===== src/rtl/lut_cfg_pkg.sv =====
// Shared definitions for the LUT configuration-chain loader.
//   cfg_state_t  : loader FSM states
//   LUT5_BITS    : config bits of one LUT5 half
//   LUT6_2_BITS  : config bits of one LUT6_2 tile (two LUT5 halves)
//   cnt_width()  : width of a counter that must hold 0..n inclusive
package lut_cfg_pkg;

  typedef enum logic [1:0] {
    CFG_IDLE  = 2'd0,
    CFG_LOAD  = 2'd1,
    CFG_SHIFT = 2'd2,
    CFG_DONE  = 2'd3
  } cfg_state_t;

  localparam int LUT5_BITS   = 32;
  localparam int LUT6_2_BITS = 2 * LUT5_BITS;

  function automatic int cnt_width(input int n);
    return $clog2(n + 1);
  endfunction

endpackage


===== src/rtl/lut_config_loader.sv =====
// Serialises WORD_W-bit configuration words, LSB first, into a bit-serial LUT
// config chain and assembles the bits falling out of the chain tail into
// read-back words.
//   config_clk/config_rst : clock, synchronous active-high reset
//   start                 : begin a session (honoured in IDLE/DONE only)
//   wr_data/valid/ready   : configuration word stream in
//   rd_data/valid/ready   : read-back word stream out (held until taken)
//   config_in/en/out      : chain head data, shift enable, chain tail data
//   busy/done             : session in progress / all CHAIN_LEN bits shifted
module lut_config_loader
  import lut_cfg_pkg::*;
#(
  parameter int CHAIN_LEN = LUT6_2_BITS,
  parameter int WORD_W    = 8
) (
  input  logic              config_clk,
  input  logic              config_rst,
  input  logic              start,
  input  logic [WORD_W-1:0] wr_data,
  input  logic              wr_valid,
  output logic              wr_ready,
  output logic [WORD_W-1:0] rd_data,
  output logic              rd_valid,
  input  logic              rd_ready,
  output logic              config_in,
  output logic              config_en,
  input  logic              config_out,
  output logic              busy,
  output logic              done
);

  localparam int CNT_W = cnt_width(CHAIN_LEN);
  localparam int WL_W  = $clog2(WORD_W + 1);
  localparam int POS_W = (WORD_W > 1) ? $clog2(WORD_W) : 1;

  cfg_state_t        state_q;
  logic [WORD_W-1:0] sreg_q;     // bits of the current word not yet presented
  logic [WORD_W-1:0] rdasm_q;    // read-back word under assembly
  logic [WORD_W-1:0] rd_data_q;
  logic [CNT_W-1:0]  bits_q;     // bits shifted into the chain this session
  logic [WL_W-1:0]   left_q;     // bits of the current word still to shift
  logic [POS_W-1:0]  pos_q;      // capture position inside rdasm_q
  logic              rd_valid_q, en_q, in_q, busy_q, done_q;

  logic              rd_valid_d;
  logic [WL_W-1:0]   left_load;
  logic [WORD_W-1:0] rdasm_cap;
  logic              word_last, next_last;
  logic [31:0]       remain;

  always_comb begin
    remain    = 32'(CHAIN_LEN) - 32'(bits_q);
    left_load = (remain < 32'(WORD_W)) ? WL_W'(remain) : WL_W'(WORD_W);
    // The tail bit is sampled at the shifting edge, i.e. the pre-shift bit.
    rdasm_cap        = rdasm_q;
    rdasm_cap[pos_q] = config_out;
    word_last  = (32'(left_q) == 32'd1);
    next_last  = (32'(left_q) == 32'd2);
    // Buffer state after this edge; a completion overwrites a word taken in
    // the same cycle, so it simply forces valid high.
    rd_valid_d = rd_valid_q & ~rd_ready;
    if (state_q == CFG_SHIFT && en_q && word_last) rd_valid_d = 1'b1;
  end

  always_ff @(posedge config_clk) begin
    if (config_rst) begin
      state_q    <= CFG_IDLE;
      sreg_q     <= '0;
      rdasm_q    <= '0;
      rd_data_q  <= '0;
      bits_q     <= '0;
      left_q     <= '0;
      pos_q      <= '0;
      rd_valid_q <= 1'b0;
      en_q       <= 1'b0;
      in_q       <= 1'b0;
      busy_q     <= 1'b0;
      done_q     <= 1'b0;
    end else begin
      rd_valid_q <= rd_valid_d;
      case (state_q)
        CFG_IDLE, CFG_DONE: begin
          if (start) begin
            state_q <= CFG_LOAD;
            bits_q  <= '0;
            rdasm_q <= '0;
            pos_q   <= '0;
            busy_q  <= 1'b1;
            done_q  <= 1'b0;
          end
        end
        CFG_LOAD: begin
          if (wr_valid) begin
            state_q <= CFG_SHIFT;
            in_q    <= wr_data[0];
            sreg_q  <= wr_data >> 1;
            left_q  <= left_load;
            // A one-bit word completes a read-back word on its only shift.
            en_q    <= !((32'(left_load) == 32'd1) && rd_valid_d);
          end
        end
        CFG_SHIFT: begin
          if (en_q) begin
            bits_q <= bits_q + CNT_W'(1);
            left_q <= left_q - WL_W'(1);
            if (word_last) begin
              rd_data_q <= rdasm_cap;
              rdasm_q   <= '0;
              pos_q     <= '0;
              en_q      <= 1'b0;
              if (32'(bits_q) + 32'd1 == 32'(CHAIN_LEN)) begin
                state_q <= CFG_DONE;
                busy_q  <= 1'b0;
                done_q  <= 1'b1;
              end else begin
                state_q <= CFG_LOAD;
              end
            end else begin
              rdasm_q <= rdasm_cap;
              pos_q   <= pos_q + POS_W'(1);
              in_q    <= sreg_q[0];
              sreg_q  <= sreg_q >> 1;
              // Hold off the word-completing shift while the buffer is full;
              // config_in already carries that bit and holds it.
              en_q    <= !(next_last && rd_valid_d);
            end
          end else if (!rd_valid_d) begin
            en_q <= 1'b1;
          end
        end
        default: state_q <= CFG_IDLE;
      endcase
    end
  end

  assign wr_ready  = (state_q == CFG_LOAD);
  assign rd_data   = rd_data_q;
  assign rd_valid  = rd_valid_q;
  assign config_in = in_q;
  assign config_en = en_q;
  assign busy      = busy_q;
  assign done      = done_q;

endmodule


===== config.mk =====
export PLATFORM = sky130hd
export DESIGN_NAME = lut_config_loader
export DESIGN_NICKNAME = d
export VERILOG_FILES = /design/src/rtl/lut_cfg_pkg.sv /design/src/rtl/lut_config_loader.sv
export SDC_FILE = /design/constraint.sdc
export NUM_CORES = 1
export LEC_CHECK = 0
export ABC_AREA = 1
export ABC_CLOCK_PERIOD_IN_PS = 1500
export BUFFER_PORTS_ARGS = -buffer_cell sky130_fd_sc_hd__buf_2
export CAP_MARGIN = 20
export CORE_MARGIN = 1.5
export CORE_UTILIZATION = 25
export DETAILED_ROUTE_END_ITERATION = 10
export GPL_ROUTABILITY_DRIVEN = 1
export GPL_TIMING_DRIVEN = 0
export PLACE_DENSITY = 0.53
export SYNTH_ARGS = -nofsm -noshare
export SYNTH_HDL_FRONTEND = slang
export SYNTH_SLANG_ARGS = --single-unit

===== constraint.sdc =====
create_clock -name config_clk -period 1.5 [get_ports config_clk]
set_input_delay 0.075 -clock config_clk [delete_from_list [all_inputs] [get_ports config_clk]]
set_output_delay 0.075 -clock config_clk [all_outputs]
set_load 0.005 [all_outputs]

==> metrics <==
status=complete, but fails checks; failing checks=negative setup slack; GP Congestion=0.911; Tcrit/Tclk final=105%; Worst-Skew Late Latency=310 ps; WP data arrival=1800 ps; Setup CP Type=register to register; Relative slew margins=a little under three fifths; crit path buf inv count=6; n_diodes=0; Pre-antenna DRT Iters=4; placed cells=492; clock tree root buffer cell=clkbuf_8; final wirelength=6.75 mm; FF+latch count, synth=44; clk slew on worst S/H paths=90 ps; RSZ-0062 raised after global routing=true; FP Rows=35; fin cells=538; commonest non-fill, non-tap cell in the layout=nand2_1; IO Port Bufs=27; grt ovf=0; CP startpoint kind=register; largest net degree at the start of global routing=14; ys flop type=dfxtp_1; GRT Util Overall=around an eighth; wire per inst=12.5 um; Worst Clk Skew=6.23 ps; TritonCTS clock tree=built; CP Capture Type=register; Filler cells=976; DRC=0; Worst Path Required=roughly 1700 ps; PwrDens=835 nW/um^2; number of flops mapped to enable cells by yosys=0; CP cell instances=inv_4 > ha_4 > inv_12 > nor2_8 > inv_2 > nand2_2 > inv_4 > o21ai_4 > buf_6 > nor2_4 > buf_4 > a211oi_2; Final Hold Violating Endpoints=0; worst setup margin=-73.3 ps; die area=10300 um^2; max-slew violations=0; first-pass GRT wire length=10.7 mm; fin crit period=1570 ps; CTS Buffer Depth=2; synthesized net count=360; share of cells above drive strength 1=44.0%; syn avg cell area=~7 um^2; clk sink count=between 40 and 50; Initial Utilization=between 20% and 30%; worst min path class=input pin to register; Placed Area=about 2700 um^2; CP max stage cell=dfxtp_4; Seq/Total Area, Yosys=a little over a third; FMAX=636 MHz; die span in y=101 um; commonest non-fill, non-tap cells in the layout=nand2_1 (60), dfxtp_1 (36), inv_1 (29); I/O pins=28; CP delay by family, top=buffers and inverters; Final Total Pwr=2.99 mW; slew at the pin closest to its max-slew limit=673 ps; Final ANT Viol Nets=0; # nets final=432; Finished Cell Area=between 3000 and 4000 um^2; 1st-iter DRT viols=79; core area=9280 um^2; Max H-tree Level=2; Yosys Warn Count=0; FFs w/ async S/R, synth=0%; Die W=101 um; Synth cell types=36; CP Max Fanout=4; DP Worst Slack=-259 ps; initial antenna violation count=0; cells after synthesis=336; most used cell, CP=inv_4; Critical Path Max Stage Delay=between 300 and 400 ps; DP HPWL=4.21 mm; via count=approximately 2400; Worst VDD drop=0.417 mV; Pleak=approximately 1.4 nW; final setup violation count=30; vias in the first global route=2298; Num CTS Buffers=5; Vias per Instance=4.51; synthesis-to-layout area growth=48.0%; Mapped Area=approximately 2400 um^2; reported max-cap violation count=0
power by group:
part	switching, mW	internal [mW]
logic	0.427	0.433
clock network	0.445	0.375
registers	0.0730	1.23
total	0.945	2.04
tightest hold or removal path, stage by stage:
cell and delay [ps]:
buf_2 90, nand2_1 50, a31oi_1 70
what timing repair did:
action                     4_1_cts  5_1_grt
hold endpoints to repair         1        0
setup endpoints to repair       44       43
resized for setup               48      101
pin swaps                       19       36
buffers inserted                17       18
gates cloned                     2        1
hold buffers                     1        0
final cells by class:
cell class                      count  area, um^2  share of cell area, %
Timing Repair Buffer               65         492                   13.8
Inverter                           44         205                   5.74
Clock inverter                      1        7.51                  0.210
Buffer                             10        75.1                   2.10
Sequential cell                    44         901                   25.2
Multi-Input combinational cell    238        1650                   46.1
Tap cell                          129         161                   4.52
Clock buffer                        7        86.3                   2.42
synthesized netlist by cell type, types with 3 or more instances:
cell type	instances	area (um^2)
a21oi_1	35	175
a31oi_1	8	50.1
buf_6	4	45.0
clkbuf_1	4	15.0
dfxtp_1	44	881
ha_1	10	125
inv_1	38	143
inv_2	4	15.0
nand2_1	77	289
nand2_2	4	25.0
nand2_4	3	33.8
nand3_1	24	120
nand4_1	4	25.0
nor2_1	17	63.8
nor2_4	3	33.8
o21ai_0	28	140
o21ai_1	5	25.0
flip-flops by register name (all words and copies together) (netlist names):
register,count
rd_data,8
config_in,1
config_en,1
pos_q,3
bits_q,7
rdasm_q,8
state_q,2
done,1
left_q,4
sreg_q,7
rd_valid,1
busy,1
stage by stage:
stage / hold slack [ps] / setup TNS, ps / util [%]
after global placement: 295 / -5690 / 29.3
after detailed placement: 296 / -6460 / 29.3
final: 29.3 / -740 / 38.5
after global routing: 32.8 / -3870 / 38.5
after CTS: 24.9 / -1330 / 33.6
after floorplan: 153 / -17.1 / -
routing by layer:
metal  share of wire, %  vias up  routed length, um  track usage (%)
met3                3.0       10                205             2.55
met1                 46     1128               3090             16.8
met2                 50       43               3390             22.4
met5                  0        -                  0                0
met4               0.87        0                 59             2.88
li1                   -     1246                  -                -
worst paths after layout:
path | startpoint | endpoint | slack, ps | depth (start not counted)
max | state_q[0]$_SDFFE_PP0P_ | pos_q[2]$_SDFFE_PP0P_ | -70 | 12
max reg2reg | state_q[0]$_SDFFE_PP0P_ | pos_q[2]$_SDFFE_PP0P_ | -70 | 12
min | wr_data[6] | sreg_q[5]$_SDFFE_PP0P_ | 30 | 3
min reg2reg | rd_data[2]$_SDFFE_PP0P_ | rd_data[2]$_SDFFE_PP0P_ | 440 | 2
kinds of logic after synthesis:
logic type,Yosys count,synth area share (%)
AOI/OAI and AO/OA,83,18.9
xor gates and xnor gates,2,0.726
adders and majority gates,10,5.18
buffers and inverters,55,10.2
DFF,44,36.5
and+or+nand+nor,142,28.5
No activity file was read; power rests on OpenSTA's default activity.
